$ cat src/rtl/note2dds_2nd_gen.sv
// MIDI note + pitch bend to per-voice DDS phase increment.
// Sequential octave divide, table interpolation, then a shifted write to one voice register.
module note2dds_2nd_gen #(
  parameter int unsigned AW     = 32,
  parameter int unsigned VOICES = 4,
  parameter int unsigned VW     = 4
) (
  input  logic                   CLK,
  input  logic                   RST,
  input  logic                   REQ_VALID,
  output logic                   REQ_READY,
  input  logic [6:0]             NOTE,
  input  logic [13:0]            BEND,
  input  logic [VW-1:0]          VOICE,
  output logic [VOICES*AW-1:0]   ADDER_BUS,
  output logic                   DONE,
  output logic [VW-1:0]          DONE_VOICE
);

  localparam int unsigned SW  = 7;   // semitone
  localparam int unsigned FW  = 6;   // 1/64 semitone fraction
  localparam int unsigned PW  = 13;  // clamped pitch
  localparam int unsigned BW  = 15;  // signed pitch arithmetic
  localparam int unsigned OW  = 4;   // octave count
  localparam int unsigned MW  = 20;  // table / mantissa
  localparam int unsigned IW  = 26;  // interpolation product
  localparam int unsigned VCW = VW + 1;

  typedef enum logic [1:0] {
    S_IDLE,
    S_DIV,
    S_INTERP,
    S_WRITE
  } state_t;

  state_t          state_q, state_d;
  logic            ready_q, ready_d;
  logic [SW-1:0]   r_q, r_d;
  logic [OW-1:0]   o_q, o_d;
  logic [FW-1:0]   f_q, f_d;
  logic [VW-1:0]   voice_q, voice_d;
  logic [MW-1:0]   m_q, m_d;
  logic            done_q, done_d;
  logic [VW-1:0]   done_voice_q, done_voice_d;
  logic [AW-1:0]   adder_q [VOICES];
  logic [AW-1:0]   adder_d [VOICES];

  logic signed [BW-1:0] bend_c;
  logic signed [BW-1:0] bend_off_c;
  logic signed [BW-1:0] pitch_raw_c;
  logic [PW-1:0]        pitch_c;
  logic [3:0]           idx_c;
  logic [MW-1:0]        t_lo_c;
  logic [MW-1:0]        t_hi_c;
  logic [IW-1:0]        diff_c;
  logic [IW-1:0]        prod_c;
  logic [MW-1:0]        interp_c;
  logic [AW-1:0]        a_val_c;
  logic                 voice_ok_c;

  // Equal-tempered semitone mantissas of the top octave, one extra entry for interpolation.
  function automatic logic [MW-1:0] tbl(input logic [3:0] idx);
    logic [MW-1:0] val;
    case (idx)
      4'd0:    val = 20'd359575;
      4'd1:    val = 20'd380957;
      4'd2:    val = 20'd403610;
      4'd3:    val = 20'd427610;
      4'd4:    val = 20'd453037;
      4'd5:    val = 20'd479976;
      4'd6:    val = 20'd508516;
      4'd7:    val = 20'd538754;
      4'd8:    val = 20'd570790;
      4'd9:    val = 20'd604731;
      4'd10:   val = 20'd640690;
      4'd11:   val = 20'd678787;
      4'd12:   val = 20'd719150;
      default: val = 20'd0;
    endcase
    return val;
  endfunction

  // Bent pitch in 1/64 semitone, floor-shifted offset, clamped to the MIDI range.
  always_comb begin
    bend_c      = $signed({1'b0, BEND}) - 15'sd8192;
    bend_off_c  = bend_c >>> 6;
    pitch_raw_c = $signed({2'b00, NOTE, 6'b000000}) + bend_off_c;
    pitch_c     = pitch_raw_c[PW-1:0];
    if (pitch_raw_c < 15'sd0) begin
      pitch_c = '0;
    end else if (pitch_raw_c > 15'sd8128) begin
      pitch_c = PW'(8128);
    end
  end

  // Linear interpolation between neighbouring table entries and final octave shift.
  always_comb begin
    idx_c      = r_q[3:0];
    t_lo_c     = tbl(idx_c);
    t_hi_c     = tbl(idx_c + 4'd1);
    diff_c     = IW'(t_hi_c) - IW'(t_lo_c);
    prod_c     = diff_c * IW'(f_q);
    interp_c   = MW'(IW'(t_lo_c) + (prod_c >> 6));
    a_val_c    = AW'(m_q >> (4'd10 - o_q));
    voice_ok_c = VCW'(voice_q) < VCW'(VOICES);
  end

  always_comb begin
    state_d      = state_q;
    r_d          = r_q;
    o_d          = o_q;
    f_d          = f_q;
    voice_d      = voice_q;
    m_d          = m_q;
    done_d       = 1'b0;
    done_voice_d = done_voice_q;
    adder_d      = adder_q;

    case (state_q)
      S_IDLE: begin
        if (REQ_VALID) begin
          r_d     = pitch_c[PW-1:FW];
          f_d     = pitch_c[FW-1:0];
          o_d     = '0;
          voice_d = VOICE;
          state_d = S_DIV;
        end
      end
      S_DIV: begin
        if (r_q >= 7'd12) begin
          r_d = r_q - 7'd12;
          o_d = o_q + 4'd1;
        end else begin
          state_d = S_INTERP;
        end
      end
      S_INTERP: begin
        m_d     = interp_c;
        state_d = S_WRITE;
      end
      S_WRITE: begin
        state_d = S_IDLE;
        // Out-of-range voices complete silently.
        if (voice_ok_c) begin
          for (int unsigned v = 0; v < VOICES; v++) begin
            if (voice_q == VW'(v)) begin
              adder_d[v] = a_val_c;
            end
          end
          done_d       = 1'b1;
          done_voice_d = voice_q;
        end
      end
      default: state_d = S_IDLE;
    endcase

    ready_d = (state_d == S_IDLE);
  end

  always_ff @(posedge CLK or posedge RST) begin
    if (RST) begin
      state_q      <= S_IDLE;
      ready_q      <= 1'b1;
      r_q          <= '0;
      o_q          <= '0;
      f_q          <= '0;
      voice_q      <= '0;
      m_q          <= '0;
      done_q       <= 1'b0;
      done_voice_q <= '0;
      for (int unsigned v = 0; v < VOICES; v++) begin
        adder_q[v] <= '0;
      end
    end else begin
      state_q      <= state_d;
      ready_q      <= ready_d;
      r_q          <= r_d;
      o_q          <= o_d;
      f_q          <= f_d;
      voice_q      <= voice_d;
      m_q          <= m_d;
      done_q       <= done_d;
      done_voice_q <= done_voice_d;
      adder_q      <= adder_d;
    end
  end

  for (genvar gv = 0; gv < int'(VOICES); gv++) begin : g_bus
    assign ADDER_BUS[gv*AW +: AW] = adder_q[gv];
  end

  assign REQ_READY  = ready_q;
  assign DONE       = done_q;
  assign DONE_VOICE = done_voice_q;

endmodule

$ cat config.mk
export PLATFORM = sky130hd
export DESIGN_NAME = note2dds_2nd_gen
export DESIGN_NICKNAME = d
export VERILOG_FILES = /design/src/rtl/note2dds_2nd_gen.sv
export SDC_FILE = /design/constraint.sdc
export NUM_CORES = 1
export LEC_CHECK = 0
export ABC_AREA = 1
export ABC_CLOCK_PERIOD_IN_PS = 11100
export CORE_UTILIZATION = 58
export DETAILED_ROUTE_END_ITERATION = 6
export PLACE_DENSITY = 0.94
export SYNTH_ARGS = -nofsm -noshare
export SYNTH_HDL_FRONTEND = slang
export SYNTH_SLANG_ARGS = --single-unit
$ cat constraint.sdc
create_clock -name CLK -period 11.1 [get_ports CLK]
set_input_delay 2.775 -clock CLK [delete_from_list [all_inputs] [get_ports CLK]]
set_output_delay 2.775 -clock CLK [all_outputs]
set_load 0.05 [all_outputs]
==> metrics.txt, run 1 <==
status=finished with violations; failing checks=DRC; Final Critical Period=between 9 and 10 ns; Die Height=between 150 and 200 um; sequential-to-total area share from yosys stat=0.244; TritonCTS clock tree=yes; CP dominant cell by count=nand2_1; Clock transition at path regs=0.06 ns; setup TNS=0 ns; die area=23400 um^2; Worst-Margin Slew=~1.2 ns; Synth top area share=0.242; antenna fix cells=0; Final Hold Viols=0; DRC=17; CP required=approximately 11 ns; post-synth cell types=51; Worst Setup End Kind=flop; post_cts resized=0; largest net degree at the start of global routing=80; yosys synthesis warning count=0; antenna violations before repair=0; Avg Synthesized Cell Area=approximately 7.3 um^2; clk_skew=roughly 0.014 ns; via count=about 12000; Pre-Repair DR Iteration Count=7; DRT antenna net count=0; Clock Latency Late Sink=~0.43 ns; area leader, netlist=dfrtp_1; Buffers on Ports=approximately 110; Final nets=~2100; core area=around 22000 um^2; GRT Total Usage=0.319; async set-reset flop share out of synthesis=1.00; Remaining Overflow, GRT=0; most frequent cells in the layout=426 x nand2_1, 277 x inv_1, 189 x nor2_1, 160 x o21ai_0, 128 x dfrtp_1; unrepaired setup endpoints after global routing=false; WL final=approximately 36 mm; Starting DRT DRC Count=945; Die X=about 150 um; worst stage delay on the critical path=~0.62 ns; Main synth FF type=dfrtp_1; CP startpoint=r_q[0]$_DFFE_PP0P_; CTS Hold Bufs=0; Root Buffer=clkbuf_16; # clock sinks=between 100 and 150; Initial Util=0.598; first-pass GRT wire length=between 50 and 60 mm; Max Buffers Root-to-Sink=2; Max FO, Critical Path=13; r2r setup slk=~1.1 ns; arrival time at the worst endpoint=between 10 and 15 ns; share of layout cells above drive strength 1=0.0527; Startpoint Class=flop; RePlAce Congestion=roughly 1.0; Gate Count Post-Synth=about 1800; site row count=54; max-cap violation count=0; Fmax=between 100 and 150 MHz; Tcrit/Tclk final=0.897; Max Slew Vio Count=0; routing usage on met3=0.0425; Post-synth EDFFs=0; Synth area leaders=dfrtp_1 24%, fa_1 13%, nand2_1 12%; Hold/Removal Path Class=flop to flop; area delta synth->final=12.7%; slowest stage cell on the critical path=dfrtp_1; Setup violations, final=0; #FFs+latches synth=roughly 130; Via density=5.64; I/O pins=~160; area of the mapped netlist=approximately 13000 um^2; H-Tree Depth=4; R2R Path End=m_q[17]$_DFFE_PP0P_; WL/cell=16.5 um; worst-case reg-to-reg path depth=41; CP endpoint=m_q[17]$_DFFE_PP0P_; gr busiest metal=met2; most common cell after layout, fill and taps aside=nand2_1; detailed placement HPWL=roughly 28 mm; Slew HR=0.209; r2r startpoint=r_q[0]$_DFFE_PP0P_; Post-CTS Repair Setup Buffers=0; number of global-route vias before repair=12200; Worst Setup Path Type=flop to flop; met1 GRT Util=0.384; CTS buffer count=17; GR Util met2=0.574
[synth_stat cells, types with 3 or more instances]
cell type	number
clkbuf_1	36
o21bai_1	5
o21ai_1	16
buf_2	7
nand4_1	11
ha_1	112
xnor2_1	23
nand2_1	426
fa_1	84
o21ai_2	7
nor3_1	7
a21oi_1	76
nand3_2	6
clkinv_1	7
a31oi_1	17
inv_1	278
o21ai_0	160
inv_2	9
dfrtp_1	128
a21o_1	6
or2_2	13
nand3_1	55
nor3_2	4
nand2_2	14
nor2_1	189
o22ai_1	10
xor2_1	26
o22a_1	3
nor4_1	4
o211ai_1	3
buf_4	49
[cells by family (layout without fill, tap and decap cells)]
family	count (synthesis)	after routing	synth area share
AOI/OAI and AO/OA	318	318	0.133
xor gates and xnor gates	51	51	0.0349
adders and majority gates	196	196	0.233
buffers and inverters	387	437	0.124
DFF	129	129	0.244
other	1	48	0.000284
and+or+nand+nor	736	736	0.230
[through the flow]
stage	instances	hold WS [ns]	util	instance area (um^2)	setup slack (ns)
after global placement	2163	0.465	0.647	14300	1.46
after detailed placement	2163	0.466	0.647	14300	1.29
final	2195	0.486	0.674	14900	1.15
after global routing	2195	0.505	0.674	14900	0.516
after floorplan	1865	0.444	-	13400	3.01
after CTS	2195	0.484	0.674	14900	1.23
[how the worst min path moves through the flow]
stage | cells after the start | slack, ns | from | end
finish | 2 | 0.49 | m_q[0]$_DFFE_PP0P_ | m_q[0]$_DFFE_PP0P_
global route | 2 | 0.51 | voice_q[3]$_DFFE_PP0P_ | voice_q[3]$_DFFE_PP0P_
CTS | 2 | 0.48 | voice_q[2]$_DFFE_PP0P_ | voice_q[2]$_DFFE_PP0P_
detailed placement | 2 | 0.47 | voice_q[2]$_DFFE_PP0P_ | voice_q[2]$_DFFE_PP0P_
global placement | 2 | 0.46 | voice_q[2]$_DFFE_PP0P_ | voice_q[2]$_DFFE_PP0P_
floorplan | 2 | 0.44 | m_q[0]$_DFFE_PP0P_ | m_q[0]$_DFFE_PP0P_
[state kept, by name (all words and copies together) (netlist names)]
name / flops
o_q: 4
DONE_VOICE: 4
voice_q: 4
m_q: 20
state_q: 2
f_q: 6
r_q: 7
REQ_READY: 1
ADDER_BUS: 80
DONE: 1
[critical path, delay by kind of cell (launching register included)]
family,cells,cell delay (ns)
simple gates,21,2.98
buf+inv,4,0.73
xor+xnor,2,0.44
fa+ha+maj,9,3.90
compound gates,5,1.17
flops,1,0.62
[cell type report]
class / instances / area [um^2]
clock buffer: 17 / 425
tap: 280 / 350
inverter: 294 / 1110
sequential: 129 / 3230
multi-input combinational: 1349 / 8520
timing repair buffer: 111 / 1100
clock inverter: 15 / 159
fill: 1742 / 7200
[per-layer routing]
metal / vias to the layer above / wire length (um)
met4: 0 / 1300
li1: 5829 / -
met3: 115 / 2060
met5: - / 0
met2: 533 / 18600
met1: 5904 / 14400
Power of run 1 is left out: the tool's default activity adds up to more than one toggle a clock period on the data nets, which glitch-free logic cannot reach.
==> inputs of run 2 (changes only) <==
--- a/config.mk
+++ b/config.mk
@@ -6,7 +6,7 @@
 export NUM_CORES = 1
 export LEC_CHECK = 0
 export ABC_AREA = 1
-export ABC_CLOCK_PERIOD_IN_PS = 11100
+export ABC_CLOCK_PERIOD_IN_PS = 10100
 export CORE_UTILIZATION = 58
 export DETAILED_ROUTE_END_ITERATION = 6
 export PLACE_DENSITY = 0.94
==> constraint.sdc (replaced) <==
create_clock -name CLK -period 10.1 [get_ports CLK]
set_input_delay 2.525 -clock CLK [delete_from_list [all_inputs] [get_ports CLK]]
set_output_delay 2.525 -clock CLK [all_outputs]
set_load 0.05 [all_outputs]
==> run 2 against run 1 <==
Effect of this change:
- the flow now finishes without violations
- critical path type unchanged
- setup slack worse by 0.68 ns
- routed wire length down 1.6%
- cell count up 0.27%
- fmax up 3.3%
- via count up 0.44%
- die area unchanged
- largest cell class unchanged
==> metrics.txt, run 2 (synthesis results as in run 1) <==
status=complete, no violations; CTS Hold Bufs=0 (unchanged); Pre-Repair DR Iteration Count=7 (unchanged); CP startpoint=r_q[0]$_DFFE_PP0P_; R2R Path End=m_q[17]$_DFFE_PP0P_; post_cts resized=0 (unchanged); RePlAce Congestion=1.06 (+3.1%); Fmax=104 MHz (+3.3%); WL/cell=16.2 um (-1.9%); setup TNS=0 ns (unchanged); clk_skew=0.0125 ns (-0.00158 ns); detailed placement HPWL=28.3 mm (+0.13%); worst hold stages=2 (unchanged); most common cell after layout, fill and taps aside=nand2_1; CP required=10.46 ns (-0.95 ns); Setup violations, final=0 (unchanged); Final Critical Period=9.64 ns (-0.317 ns); Worst-Margin Slew=1.15 ns (-0.0380 ns); r2r startpoint=r_q[0]$_DFFE_PP0P_; Max Slew Vio Count=0 (unchanged); Final WS setup=0.464 ns (-0.683 ns); # clock sinks=129 (unchanged); Final nets=2132 (+0.28%); DRT antenna net count=0 (unchanged); WL final=35.7 mm (-1.6%); TritonCTS clock tree=yes; Via density=5.65 (+0.17%); Clock Latency Late Sink=0.43 ns (about the same); first-pass GRT wire length=59.0 mm (-1.0%); Clock transition at path regs=0.07 ns (about the same); Initial Util=0.598 (unchanged); Final Hold Viols=0 (unchanged); I/O pins=162 (unchanged); arrival time at the worst endpoint=9.99 ns (-0.28 ns); r2r setup slk=0.46 ns (-0.68 ns); slowest stage cell on the critical path=fa_1; max-cap violation count=0 (unchanged); unrepaired setup endpoints after global routing=false; largest net degree at the start of global routing=71 (-11%); Starting DRT DRC Count=1119 (+18%); Startpoint Class=flop; via count=12400 (+0.44%); die area=23400 um^2 (unchanged); max FFs per register=80 (unchanged); most frequent cells in the layout=426 x nand2_1, 277 x inv_1, 189 x nor2_1, 160 x o21ai_0, 128 x dfrtp_1; GRT Total Usage=0.313 (-0.00546); Tcrit/Tclk final=0.954 (+0.0574); CTS buffer count=17 (unchanged); worst stage delay on the critical path=0.56 ns (-0.06 ns); Slew HR=0.234 (+0.0254); Post-Place Setup Slack=0.550 ns (-0.737 ns); Max Buffers Root-to-Sink=2 (unchanged); Hold Path Sink=ADDER_BUS[14]$_DFFE_PP0P_; Hold Startpoint=ADDER_BUS[14]$_DFFE_PP0P_; Post-CTS Repair Setup Buffers=0 (unchanged); Final Core Density=0.677 (+0.00266); share of layout cells above drive strength 1=0.0567 (+0.00400); area delta synth->final=13.1%; Hold/Removal Path Class=flop to flop; Buffers on Ports=107 (unchanged); Worst Setup End Kind=flop; antenna violations before repair=0 (unchanged); DRC=0 (-17); Root Buffer=clkbuf_16; number of global-route vias before repair=12100 (-0.41%); Worst Setup Path Type=flop to flop; H-Tree Depth=4 (unchanged); site row count=54 (unchanged); Max FO, Critical Path=12 (-1); Die Height=153 um (unchanged); antenna fix cells=0 (unchanged); worst-case reg-to-reg path depth=42 (+2.4%); core area=22100 um^2 (unchanged); Die X=153 um (unchanged); Remaining Overflow, GRT=0 (unchanged); hold_ws=0.483 ns (-0.00237 ns)
## run 2: changes by cell type in the layout (fill, tap and decap cells not counted), sizes merged
| cell | previous run | this run |
|---|---|---|
| buf | 4 | 10 |
## run 2: per-layer routing
| metal | vias up | part of all wire | wire length [um] | GRT usage |
|---|---|---|---|---|
| met5 | - | 0 | 0 | 0 |
| met4 | 0 | 0.041 | 1480 | 0.146 |
| met3 | 115 | 0.063 | 2270 | 0.0437 |
| met2 | 553 | 0.49 | 17500 | 0.531 |
| met1 | 5943 | 0.41 | 14500 | 0.398 |
| li1 | 5825 | - | - | - |
## run 2: worst max-delay path: cells and delay by family (launching register included)
| kind | cells | cell delay (ns) |
|---|---|---|
| xor gates and xnor gates | 2 | 0.51 |
| AOI/OAI and AO/OA | 11 | 2.10 |
| adders and majority gates | 10 | 4.24 |
| DFF | 1 | 0.55 |
| buffers and inverters | 5 | 0.39 |
| and+or+nand+nor | 14 | 1.79 |
## run 2: worst max path at each step
stage / endpoint / slack, ns / cells past startpoint
6_report: m_q[17]$_DFFE_PP0P_ / 0.46 / 42
5_1_grt: m_q[17]$_DFFE_PP0P_ / 0.02 / 42
4_1_cts: m_q[17]$_DFFE_PP0P_ / 0.49 / 42
3_5_place_dp: m_q[17]$_DFFE_PP0P_ / 0.55 / 42
3_3_place_gp: m_q[17]$_DFFE_PP0P_ / 0.70 / 42
2_1_floorplan: m_q[17]$_DFFE_PP0P_ / 2.01 / 42
## run 2: area by class of cell
cell class | instances | area, um^2
fillers | 1744 | 7150
clock buffers | 17 | 425
well taps | 280 | 350
clock inverters | 15 | 159
flip-flops and latches | 129 | 3230
inverters | 294 | 1110
repair buffers | 117 | 1150
multi-input cells | 1349 | 8530
## run 2: per-stage QoR
stage	cells	area (um^2)
2_1_floorplan	1865	13400
3_3_place_gp	2169	14400
3_5_place_dp	2169	14400
4_1_cts	2201	14900
5_1_grt	2201	14900
6_report	2201	14900
Power of run 2 is left out for the same reason.
==> inputs of run 3 (changes only) <==
--- a/config.mk
+++ b/config.mk
@@ -7,9 +7,11 @@
 export LEC_CHECK = 0
 export ABC_AREA = 1
 export ABC_CLOCK_PERIOD_IN_PS = 10100
+export CORE_MARGIN = 2
 export CORE_UTILIZATION = 58
 export DETAILED_ROUTE_END_ITERATION = 6
 export PLACE_DENSITY = 0.94
+export RECOVER_POWER = 50
 export SYNTH_ARGS = -nofsm -noshare
 export SYNTH_HDL_FRONTEND = slang
 export SYNTH_SLANG_ARGS = --single-unit
==> run 3 against run 2 <==
Effect of this change:
- the run now ends with capacitance limit, slew limit left
- global-route usage down 1.6 points
- die area grew 2.6%
- non-clock buffer count unchanged
- register-to-register slack got worse by 0.06 ns
- sequential share of layout area barely moved
- flip-flop and latch count is the same
- routed wire length down 1.8%
- fmax decreased by 0.58%
==> metrics.txt, run 3 (synthesis results as in run 1) <==
slowest stage cell on the critical path=fa_1; buffers plus inverters on the worst setup path=5 (unchanged); via count=12300 (-0.99%); site row count=55 (+1.9%); Post-CTS Repair Setup Buffers=0 (unchanged); Design Area, Final=14900 um^2 (about the same); DRT antenna net count=0 (unchanged); Final Hold Viols=0 (unchanged); Initial Util=0.587 (-0.0109); Hold/Removal Path Class=flop to flop; Fmax=103 MHz (-0.58%); Die X=155 um (+1.3%); Hold Startpoint=ADDER_BUS[46]$_DFFE_PP0P_; failing checks=capacitance limit, slew limit; WL/cell=15.9 um (-2.0%); largest net degree at the start of global routing=78 (+9.9%); status=finished with violations; CP required=10.41 ns (-0.05 ns); share of layout cells above drive strength 1=0.0541 (-0.00260); DRC=0 (unchanged); Max FO, Critical Path=11 (-1); Clock Latency Late Sink=0.43 ns (about the same); Tcrit/Tclk final=0.960 (+0.00553); Buffers on Ports=107 (unchanged); RePlAce Congestion=0.965 (-9.3%); CP startpoint=r_q[1]$_DFFE_PP0P_; setup TNS=0 ns (unchanged); Starting DRT DRC Count=1015 (-9.3%); Die Height=155 um (+1.3%); max-cap violation count=2 (+2); most frequent cells in the layout=426 x nand2_1, 279 x inv_1, 189 x nor2_1, 163 x o21ai_0, 128 x dfrtp_1; Root Buffer=clkbuf_16; clk_skew=0.0114 ns (-0.00112 ns); Final nets=2132 (unchanged); I/O pins=162 (unchanged); Worst-Margin Slew=4.06 ns (+2.92 ns); Pre-Repair DR Iteration Count=5 (-2); area delta synth->final=13.0% (about the same); Worst Setup End Kind=flop; H-Tree Depth=4 (unchanged); unrepaired setup endpoints after global routing=false; CP dominant cell by count=nand2_1; arrival time at the worst endpoint=10.01 ns (+0.02 ns); Via density=5.58 (-1.2%); TritonCTS clock tree=yes; Max Buffers Root-to-Sink=2 (unchanged); WL final=35.1 mm (-1.8%); CTS Hold Bufs=0 (unchanged); Worst Setup Path Type=flop to flop; antenna fix cells=0 (unchanged); Startpoint Class=flop; Slew HR=-1.71 (-1.94); max FFs per register=80 (unchanged); die area=24000 um^2 (+2.6%); Placed Area=14400 um^2 (about the same); first-pass GRT wire length=57.7 mm (-2.2%); r2r startpoint=r_q[1]$_DFFE_PP0P_; Remaining Overflow, GRT=0 (unchanged); number of global-route vias before repair=12400 (+2.6%); worst stage delay on the critical path=0.55 ns (about the same); Clock transition at path regs=0.07 ns (about the same); CP top delay family=adder cells; core area=22500 um^2 (+1.9%); antenna violations before repair=0 (unchanged); # clock sinks=129 (unchanged); CTS buffer count=17 (unchanged); Max Slew Vio Count=132 (+132); Setup violations, final=0 (unchanged); most common cell after layout, fill and taps aside=nand2_1; Final Critical Period=9.69 ns (+0.0558 ns); detailed placement HPWL=27.5 mm (-2.9%); GRT Total Usage=0.297 (-0.0163)
## run 3: changes by cell type in the layout (fill, tap and decap cells not counted), sizes merged
| cell | delta |
|---|---|
| clkdlybuf4s50 | -28 |
| dlygate4sd3 | +28 |
| buf | -2 |
| clkbuf | +2 |
| inv | -2 |
| clkinv | +1 |
| clkinvlp | +1 |
## run 3: worst register-to-register path, delay by kind of cell (launching register included)
| family | cells | cell delay, ns |
|---|---|---|
| adders and majority gates | 9 | 3.83 |
| and+or+nand+nor | 18 | 2.84 |
| xor gates and xnor gates | 2 | 0.49 |
| DFF | 1 | 0.49 |
| AOI/OAI and AO/OA | 6 | 1.21 |
| buffers and inverters | 5 | 0.73 |
## run 3: worst paths after layout
check / end / slack [ns] / depth (start not counted)
worst max register to register: m_q[17]$_DFFE_PP0P_ / 0.41 / 40
worst min-delay path: ADDER_BUS[46]$_DFFE_PP0P_ / 0.48 / 2
max in group asynchronous: f_q[5]$_DFFE_PP0P_ / 2.28 / 3
worst min register to register: ADDER_BUS[46]$_DFFE_PP0P_ / 0.48 / 2
worst max-delay path: m_q[17]$_DFFE_PP0P_ / 0.41 / 40
min in group asynchronous: ADDER_BUS[115]$_DFFE_PP0P_ / 3.15 / 2
## run 3: metal layers
layer	track usage	vias up	wire, um
met5	0	-	0
met1	0.343	5884	13700
met3	0.0462	124	1930
met2	0.539	477	18000
li1	-	5828	-
met4	0.142	0	1490
## run 3: repair_timing
item,in CTS,in global routing
gates resized for setup,0,1
hold endpoints to repair,0,0
setup endpoints to repair,0,1
## run 3: layout make-up
cell class	count	area, um^2
Clock buffer	17	425
Clock inverter	15	159
Fill cell	1760	7560
Inverter	294	1100
Multi-Input combinational cell	1349	8530
Sequential cell	129	3230
Tap cell	285	357
Timing Repair Buffer	117	1140
## run 3: stage by stage
step / instances / hold WS [ns] / setup WS [ns] / util
after global routing: 2206 / 0.510 / 0.0245 / 0.664
after detailed placement: 2174 / 0.470 / 0.714 / 0.638
after floorplan: 1865 / 0.444 / 2.01 / -
after global placement: 2174 / 0.463 / 0.870 / 0.638
final: 2206 / 0.484 / 0.408 / 0.664
after CTS: 2206 / 0.488 / 0.651 / 0.664
Power of run 3 is left out for the same reason.
